===== src/rtl/div_pkg.sv =====
// Shared types and defaults for the run-time integer clock divider controller.
package div_pkg;

  localparam int DIV_CNT_W   = 8;
  localparam int DIV_MIN     = 2;
  localparam int DIV_DEFAULT = 5;

  typedef enum logic [1:0] {
    IDLE = 2'd0,
    RUN  = 2'd1,
    PEND = 2'd2
  } div_state_t;

endpackage


===== src/rtl/div_period_cnt.sv =====
// Period counter: counts 0..div-1 while enabled and flags the wrap cycle.
// clk_out_nxt is combinational; it is the clk_out level for the cycle after this edge.
module div_period_cnt
  import div_pkg::*;
#(
  parameter int CNT_W = DIV_CNT_W
) (
  input  logic             i_clk,
  input  logic             i_rst,
  input  logic             i_en,
  input  logic [CNT_W-1:0] i_div,
  output logic [CNT_W-1:0] o_cnt,
  output logic             o_wrap,
  output logic             o_clk_out_nxt
);

  logic [CNT_W-1:0] r_cnt;
  logic [CNT_W-1:0] w_cnt_nxt;

  assign o_wrap    = i_en && (r_cnt == (i_div - CNT_W'(1)));
  assign w_cnt_nxt = (!i_en || o_wrap) ? '0 : (r_cnt + CNT_W'(1));

  // High for the first floor(div/2) counts of each period.
  assign o_clk_out_nxt = (w_cnt_nxt < (i_div >> 1));
  assign o_cnt         = r_cnt;

  always_ff @(posedge i_clk) begin
    if (!i_rst) begin
      r_cnt <= '0;
    end else begin
      r_cnt <= w_cnt_nxt;
    end
  end

endmodule


===== src/rtl/div_ratio_ctrl.sv =====
// Divider controller: ratio handshake, start/stop FSM and registered clk_out.
// New ratios take effect only at a period wrap; cfg_ready is low while one is pending.
module div_ratio_ctrl
  import div_pkg::*;
#(
  parameter int CNT_W       = DIV_CNT_W,
  parameter int DEFAULT_DIV = DIV_DEFAULT,
  parameter int MIN_DIV     = DIV_MIN
) (
  input  logic             i_clk_in,
  input  logic             i_rst,
  input  logic             i_run_en,
  input  logic             i_cfg_valid,
  input  logic [CNT_W-1:0] i_cfg_div,
  output logic             o_cfg_ready,
  output logic             o_cfg_err,
  output logic [CNT_W-1:0] o_cur_div,
  output logic             o_clk_out,
  output logic             o_tick,
  output logic             o_busy
);

  div_state_t       r_state, w_state_nxt;
  logic [CNT_W-1:0] r_cur_div, w_cur_div_nxt;
  logic [CNT_W-1:0] r_pend_div, w_pend_div_nxt;
  logic             r_stop_req, w_stop_req_nxt;
  logic             r_clk_out, r_cfg_err;

  logic [CNT_W-1:0] w_cnt;
  logic             w_wrap, w_clk_out_nxt, w_cnt_en;
  logic             w_xfer, w_legal, w_accept, w_stop;

  assign w_cnt_en = (r_state != IDLE);

  div_period_cnt #(.CNT_W(CNT_W)) u_cnt (
    .i_clk         (i_clk_in),
    .i_rst         (i_rst),
    .i_en          (w_cnt_en),
    .i_div         (r_cur_div),
    .o_cnt         (w_cnt),
    .o_wrap        (w_wrap),
    .o_clk_out_nxt (w_clk_out_nxt)
  );

  assign o_cfg_ready = (r_state != PEND);
  assign w_xfer      = i_cfg_valid && o_cfg_ready;
  assign w_legal     = (i_cfg_div >= CNT_W'(MIN_DIV));
  assign w_accept    = w_xfer && w_legal;
  // A stop seen in any earlier cycle of the period, or at the wrap edge itself.
  assign w_stop      = r_stop_req || !i_run_en;

  always_comb begin
    w_state_nxt    = r_state;
    w_cur_div_nxt  = r_cur_div;
    w_pend_div_nxt = r_pend_div;
    w_stop_req_nxt = r_stop_req;
    case (r_state)
      IDLE: begin
        w_stop_req_nxt = 1'b0;
        if (w_accept) w_cur_div_nxt = i_cfg_div;
        if (i_run_en) w_state_nxt = RUN;
      end
      RUN: begin
        w_stop_req_nxt = !i_run_en;
        if (w_wrap && w_stop) begin
          w_state_nxt    = IDLE;
          w_stop_req_nxt = 1'b0;
          if (w_accept) w_cur_div_nxt = i_cfg_div;
        end else if (w_accept) begin
          w_pend_div_nxt = i_cfg_div;
          w_state_nxt    = PEND;
        end
      end
      PEND: begin
        w_stop_req_nxt = !i_run_en;
        if (w_wrap) begin
          w_cur_div_nxt = r_pend_div;
          if (w_stop) begin
            w_state_nxt    = IDLE;
            w_stop_req_nxt = 1'b0;
          end else begin
            w_state_nxt = RUN;
          end
        end
      end
      default: begin
        w_state_nxt    = IDLE;
        w_stop_req_nxt = 1'b0;
      end
    endcase
  end

  always_ff @(posedge i_clk_in) begin
    if (!i_rst) begin
      r_state    <= IDLE;
      r_cur_div  <= CNT_W'(DEFAULT_DIV);
      r_pend_div <= '0;
      r_stop_req <= 1'b0;
      r_clk_out  <= 1'b0;
      r_cfg_err  <= 1'b0;
    end else begin
      r_state    <= w_state_nxt;
      r_cur_div  <= w_cur_div_nxt;
      r_pend_div <= w_pend_div_nxt;
      r_stop_req <= w_stop_req_nxt;
      r_clk_out  <= (w_state_nxt != IDLE) && w_clk_out_nxt;
      r_cfg_err  <= w_xfer && !w_legal;
    end
  end

  assign o_cfg_err = r_cfg_err;
  assign o_cur_div = r_cur_div;
  assign o_clk_out = r_clk_out;
  assign o_tick    = w_wrap;
  assign o_busy    = (r_state != IDLE);

  a_idle_cnt_zero: assert property (@(posedge i_clk_in) disable iff (!i_rst)
    (r_state == IDLE) |-> (w_cnt == '0));

endmodule

===== config.mk =====
export PLATFORM = sky130hd
export DESIGN_NAME = div_ratio_ctrl
export DESIGN_NICKNAME = d
export VERILOG_FILES = /design/src/rtl/div_pkg.sv /design/src/rtl/div_period_cnt.sv /design/src/rtl/div_ratio_ctrl.sv
export SDC_FILE = /design/constraint.sdc
export NUM_CORES = 1
export LEC_CHECK = 0
export ABC_CLOCK_PERIOD_IN_PS = 10900
export CAP_MARGIN = 20
export CORE_ASPECT_RATIO = 1.25
export CORE_MARGIN = 5
export CORE_UTILIZATION = 32
export DETAILED_ROUTE_END_ITERATION = 10
export PLACE_DENSITY = 0.61
export SLEW_MARGIN = 15
export SYNTH_ARGS = -nofsm -noshare
export SYNTH_HDL_FRONTEND = slang
export SYNTH_SLANG_ARGS = --single-unit

===== constraint.sdc =====
create_clock -name i_clk_in -period 10.9 [get_ports i_clk_in]
set_clock_uncertainty 0.1 [all_clocks]
set_input_delay 2.18 -clock i_clk_in [delete_from_list [all_inputs] [get_ports i_clk_in]]
set_output_delay 2.18 -clock i_clk_in [all_outputs]
set_load 0.02 [all_outputs]

==> results of run 1 <==
[layout by cell type, fill, tap and decap left out, types with 2 or more instances in the layout]
cell / instances
sky130_fd_sc_hd__xnor2_1: 9
sky130_fd_sc_hd__nor3_1: 2
sky130_fd_sc_hd__mux2i_1: 16
sky130_fd_sc_hd__inv_1: 13
sky130_fd_sc_hd__clkdlybuf4s50_1: 24
sky130_fd_sc_hd__o21ai_0: 3
sky130_fd_sc_hd__nor4_1: 3
sky130_fd_sc_hd__buf_4: 2
sky130_fd_sc_hd__nor2b_1: 4
sky130_fd_sc_hd__dfxtp_1: 29
sky130_fd_sc_hd__and4_1: 2
sky130_fd_sc_hd__nor2_1: 20
sky130_fd_sc_hd__clkinv_2: 2
sky130_fd_sc_hd__a21oi_1: 4
sky130_fd_sc_hd__ha_1: 12
sky130_fd_sc_hd__and3_1: 3
sky130_fd_sc_hd__nand2_1: 39
sky130_fd_sc_hd__mux2_4: 2
sky130_fd_sc_hd__mux2_2: 7
sky130_fd_sc_hd__o31ai_1: 2
sky130_fd_sc_hd__nand3_1: 6
sky130_fd_sc_hd__clkbuf_8: 5
sky130_fd_sc_hd__xor2_1: 6
sky130_fd_sc_hd__and2_1: 2
[cells by family after synthesis]
group / count (synthesis) / share of synthesized area, %
buffers and inverters: 21 / 5.31
AO/OA/AOI/OAI: 20 / 9.05
flip-flops: 29 / 31.6
multiplexers: 25 / 14.6
adder cells (fa/ha/maj): 12 / 8.16
XOR/XNOR: 16 / 8.44
AND/OR/NAND/NOR: 89 / 22.9
[cell type report]
class                           count  area, sq um
Tap cell                           66         82.6
Inverter                           13         48.8
Multi-Input combinational cell    162         1160
Clock inverter                      2         10.0
Sequential cell                    29          581
Timing Repair Buffer               26          255
Clock buffer                        6         72.6
Fill cell                         594         3490
[flip-flops by register name (all words and copies together), names as in the netlist]
register and cells:
o_clk_out 1, o_cfg_err 1, u_cnt.o_cnt 8, r_stop_req 1, r_state 2, r_pend_div 8
o_cur_div 8
[where the power goes]
group          internal [mW]  leakage [nW]  total (mW)  switching [mW]
Combinational         0.0493         0.592       0.104          0.0547
Clock                 0.0441        0.0450      0.0850          0.0409
Sequential             0.116         0.236       0.128          0.0124
Total                  0.209         0.873       0.317           0.108
[Yosys cell counts (2+ instances only)]
cell type and number:
sky130_fd_sc_hd__o31ai_1 2, sky130_fd_sc_hd__and4_1 2, sky130_fd_sc_hd__nor3_1 2, sky130_fd_sc_hd__a21oi_1 4
sky130_fd_sc_hd__nand2_1 39, sky130_fd_sc_hd__xnor2_1 9, sky130_fd_sc_hd__nor2_1 20, sky130_fd_sc_hd__mux2_4 2
sky130_fd_sc_hd__nand3_1 6, sky130_fd_sc_hd__and2_1 2, sky130_fd_sc_hd__dfxtp_1 29, sky130_fd_sc_hd__clkbuf_1 4
sky130_fd_sc_hd__o21ai_0 3, sky130_fd_sc_hd__ha_1 12, sky130_fd_sc_hd__nor2b_1 4, sky130_fd_sc_hd__xor2_1 6
sky130_fd_sc_hd__mux2i_1 16, sky130_fd_sc_hd__inv_1 13, sky130_fd_sc_hd__buf_6 2, sky130_fd_sc_hd__and3_1 3
sky130_fd_sc_hd__mux2_2 7, sky130_fd_sc_hd__nor4_1 3
[stage by stage]
step	worst slack, ps	hold WS, ps	cells
after detailed placement	5850	345	296
after global routing	5450	375	304
after floorplan	6460	331	212
after global placement	5910	338	296
final	5570	355	304
after CTS	5550	360	304
[final timing paths]
path | from | to | slack, ps | depth (start not counted)
max reg2reg | o_cur_div[2]$_SDFFE_PN1P_ | o_clk_out$_SDFF_PN0_ | 7090 | 12
min reg2reg | r_pend_div[6]$_SDFFE_PN0P_ | r_pend_div[6]$_SDFFE_PN0P_ | 360 | 2
max | o_cur_div[2]$_SDFFE_PN1P_ | o_tick | 5570 | 5
min | r_pend_div[6]$_SDFFE_PN0P_ | r_pend_div[6]$_SDFFE_PN0P_ | 360 | 2
[worst min-delay path: cells and delay by family (launching register included)]
kind	cells	cell delay, ps
flip-flops	1	310
AND/OR/NAND/NOR	1	50
multiplexers	1	50
[layer usage]
layer  vias up  share of wire (%)  global-route usage [%]
met2        28                 49                    20.0
met3        10                3.3                    2.67
li1        776                  -                       -
met1       693                 45                    13.1
met4         0                2.7                    6.02
met5         -                  0                       0
==> flow_summary.json, run 1 <==
{
  "cts-buffers-inserted": 5,
  "hpwlAfterDp_um": 3150,
  "core_area_sq_um": 5700,
  "share_of_the_yosys_chip_area_belonging_to_registers_pct": 31.6,
  "cts_tree": "built",
  "netlist_instances": 212,
  "vdd.ir_drop.worst_mv": 0.0504,
  "diodes": 0,
  "final_antenna_net_count": 0,
  "rsz0062_at_grt": "false",
  "clkTransAtPathRegs_ps": 70,
  "max-cap-violations": 0,
  "total_power_uw": 317,
  "synth_area_leader_cell": "sky130_fd_sc_hd__dfxtp_1",
  "cp-start-kind": "flip-flop",
  "wire_per_inst_um": 13.4,
  "area_growth_from_synthesis_to_final_layout_pct": 20.2,
  "design.final.nets": 261,
  "final_hold_viol_count": 0,
  "cp.arrival_ps": 3050,
  "worstPathBufferInverterCount": 1,
  "start_util_pct": 32.3,
  "clk-insertion-delay-late_ps": 280,
  "clock-root-buffer": "sky130_fd_sc_hd__clkbuf_8",
  "synth.lib_cells_used.distinct": 44,
  "grt_pass1_vias": 1467,
  "dr_total_vias": 1507,
  "design.portCount": 25,
  "globalRouteTotalUtil_pct": 11.5,
  "total_leakage_power_nw": 0.873,
  "number_of_antenna_violations_at_the_first_check_in_global_routing": 0,
  "mappedNetlistNets": 236,
  "cts_repair_resize_count": 0,
  "synth-seq-cells": 29,
  "die_area_sq_um": 7370,
  "synth_area_leaders": "sky130_fd_sc_hd__dfxtp_1, sky130_fd_sc_hd__mux2i_1, sky130_fd_sc_hd__ha_1, sky130_fd_sc_hd__nand2_1, sky130_fd_sc_hd__mux2_2",
  "vias_per_cell": 4.96,
  "setup_viol": 0,
  "grt_start_max_net_pins": 37,
  "synth-edff-count": 0,
  "worst_path_dominant_cell_family": "simple AND/OR/NAND/NOR gates",
  "ctsLongestPathBuffers": 2,
  "worst_path_largest_cell_delay_ps": 650,
  "number_of_setup_buffers_added_after_cts": 0,
  "stdcell_area_sq_um": 2210,
  "slew_violations": 0,
  "critical_path_cell_list": "or4_4 > or4b_1 > a211oi_2 > and4_1 > clkdlybuf4s50_1",
  "worst-endpoint-required_ps": 8620,
  "worstHoldPathType": "reg -> reg",
  "postSynth.asyncResetShare_pct": 0,
  "die_y_um": 94.8,
  "yosys_warn_count": 0,
  "fmaxAchievable_mhz": 188,
  "remaining_drc_errors": 0,
  "post_route_cells_drive_above_1_share_pct": 10.1,
  "synth_ff_type": "sky130_fd_sc_hd__dfxtp_1",
  "numPortBuffers": 24,
  "syn_area_per_cell_sq_um": 8.68,
  "path_class": "reg -> out",
  "final_core_utilization_pct": 38.8,
  "cts-hold-fix-buffers": 0,
  "worstPathMaxFanout": 8,
  "cts_htree_levels": 2,
  "tritoncts_num_sinks": 29,
  "drtIter0Drc": 127,
  "timing_worst_slew_pin_value_ps": 540,
  "dpl-instance-area_sq_um": 2130,
  "post-route-min-period_ps": 5330,
  "wire_length_of_the_first_global_routing_pass_um": 6760,
  "drt-pass1-iter-count": 4,
  "detail_route.wirelength_um": 4070,
  "cpMaxStageDelayCell": "sky130_fd_sc_hd__clkdlybuf4s50_1",
  "power_density_nw_per_um2": 144,
  "core.rowCount": 31,
  "synth_top_area_share_pct": 31.6,
  "synthesis.area_sq_um": 1840,
  "cp-end-kind": "output port",
  "period_share_pct": 48.9,
  "grt_overflow": 0,
  "sum_of_negative_setup_slack_ps": 0,
  "run_status": "completed",
  "die_width_um": 77.8,
  "maxSlewHeadroom_pct": 64.0,
  "global_placer_s_final_weighted_congestion": 0.901
}
No activity file was read; power rests on OpenSTA's default activity.
==> inputs of run 2 (changes only) <==
Settings changed: ABC_CLOCK_PERIOD_IN_PS 10900 to 4700, PLACE_DENSITY 0.61 to 0.63.
Clock period 10.9 ns to 4.7 ns, I/O delays scaled along.
==> flow_summary.json, run 2 (synthesis gave the netlist of run 1 again) <==
{
  "cts_htree_levels": 2,
  "ctsLongestPathBuffers": 2,
  "power_density_nw_per_um2": 333,
  "clkTransAtPathRegs_ps": 70,
  "slew_violations": 0,
  "hpwlAfterDp_um": 3170,
  "core_area_sq_um": 5700,
  "maxSlewHeadroom_pct": 64.6,
  "final.hold.worst_slack_ps": 358,
  "sequentialPowerShare_pct": 40.5,
  "total_power_uw": 737,
  "numPortBuffers": 24,
  "fill_cells": 580,
  "post-route-min-period_ps": 4080,
  "netSwitchingPower_uw": 251,
  "met3_wirelength_um": 122,
  "remaining_drc_errors": 0,
  "clk-insertion-delay-late_ps": 280,
  "detail_route.wirelength_um": 4040,
  "cts_repair_resize_count": 0,
  "share_comb_of_total_power_pct": 32.7,
  "rsz0062_at_grt": "false",
  "worstHoldPathType": "reg -> reg",
  "timing_worst_slew_pin_value_ps": 524,
  "globalRouteTotalUtil_pct": 11.5,
  "vdd.ir_drop.worst_mv": 0.127,
  "commonest_cells_after_routing_fill_and_taps_aside": "sky130_fd_sc_hd__nand2_1, sky130_fd_sc_hd__dfxtp_1, sky130_fd_sc_hd__clkdlybuf4s50_1",
  "global_placer_s_final_weighted_congestion": 0.900,
  "fmaxAchievable_mhz": 245,
  "cp-start-kind": "flip-flop",
  "power_switching_share_pct": 34.1,
  "wire_length_of_the_first_global_routing_pass_um": 6760,
  "commonest_non_fill_non_tap_cell_in_the_layout": "sky130_fd_sc_hd__nand2_1",
  "grt_overflow": 0,
  "run_status": "completed",
  "core.rowCount": 31,
  "setup_viol": 0,
  "drtIter0Drc": 75,
  "vias_per_cell": 4.96,
  "pwr-share-clk_pct": 26.8,
  "sum_of_negative_setup_slack_ps": 0,
  "die_area_sq_um": 7370,
  "wirelength_met1_um": 1780,
  "design.portCount": 25,
  "route.top_layer_used": "met4",
  "drt-pass1-iter-count": 4,
  "total_leakage_power_nw": 0.872,
  "worst-endpoint-required_ps": 3660,
  "area_growth_from_synthesis_to_final_layout_pct": 20.4,
  "start_util_pct": 32.3,
  "wire_per_inst_um": 13.3,
  "design.final.nets": 261,
  "final_hold_viol_count": 0,
  "cp-end-kind": "output port",
  "path_class": "reg -> out",
  "die_width_um": 77.8,
  "cts-buffers-inserted": 5,
  "post_route_cells_drive_above_1_share_pct": 10.5,
  "number_of_antenna_violations_at_the_first_check_in_global_routing": 0,
  "worstPathMaxFanout": 8,
  "grt_pass1_vias": 1482,
  "dr_total_vias": 1508,
  "cts-hold-fix-buffers": 0,
  "max-cap-violations": 0,
  "cell_internal_pwr_uw": 485,
  "diodes": 0,
  "period_share_pct": 86.8,
  "final_antenna_net_count": 0,
  "cp.arrival_ps": 3040,
  "final_core_utilization_pct": 38.8,
  "clock-root-buffer": "sky130_fd_sc_hd__clkbuf_8",
  "met2WireLength_um": 2020,
  "tritoncts_num_sinks": 29,
  "number_of_setup_buffers_added_after_cts": 0,
  "numPlacedInstances": 296,
  "die_y_um": 94.8,
  "finish.cell_count_without_fillers": 304,
  "cts_tree": "built",
  "grt_start_max_net_pins": 37
}
[run 2: cell count changes in the layout (fill, tap and decap cells not counted), sizes merged]
cell / before / now
clkinvlp: 0 / 1
clkbuf: 6 / 5
[run 2: worst paths after layout]
kind	from	endpoint	slack, ps	depth (start not counted)
worst min-delay path	r_pend_div[6]$_SDFFE_PN0P_	r_pend_div[6]$_SDFFE_PN0P_	360	2
worst max register to register	o_cur_div[2]$_SDFFE_PN1P_	o_clk_out$_SDFF_PN0_	1020	12
worst max-delay path	o_cur_div[2]$_SDFFE_PN1P_	o_tick	620	5
worst min register to register	r_pend_div[6]$_SDFFE_PN0P_	r_pend_div[6]$_SDFFE_PN0P_	360	2
[run 2: metal layers]
| layer | global-route usage, % | vias to the layer above |
|---|---|---|
| met5 | 0 | - |
| met4 | 5.87 | 0 |
| met3 | 2.96 | 8 |
| met2 | 19.8 | 22 |
| met1 | 12.9 | 702 |
| li1 | - | 776 |
[run 2: area by class of cell]
class                           instances  area (sq um)  share of cell area [%]
Multi-Input combinational cell        162          1160                    52.4
Tap cell                               66          82.6                    3.73
Sequential cell                        29           581                    26.2
Inverter                               13          48.8                    2.20
Clock inverter                          3          17.5                   0.791
Clock buffer                            5          68.8                    3.11
Timing Repair Buffer                   26           255                    11.5
[run 2: critical path: stages (launching register included)]
cell	delay [ps]
sky130_fd_sc_hd__dfxtp_1	380
sky130_fd_sc_hd__or4_4	570
sky130_fd_sc_hd__or4b_1	530
sky130_fd_sc_hd__a211oi_2	290
sky130_fd_sc_hd__and4_1	350
sky130_fd_sc_hd__clkdlybuf4s50_1	640
[run 2: power by group through the flow]
stage	Combinational, mW	Clock, mW	Sequential (mW)
floorplan	0.161	0	0.309
global placement	0.241	0	0.301
detailed placement	0.243	0	0.303
CTS	0.243	0.206	0.298
global route	0.264	0.214	0.302
finish	0.241	0.198	0.298
[run 2: stage by stage]
stage                     setup WS [ps]  area [sq um]
after global placement              958          2130
after floorplan                    1170          1840
after CTS                           613          2210
after global routing                495          2210
final                               622          2210
after detailed placement            923          2130
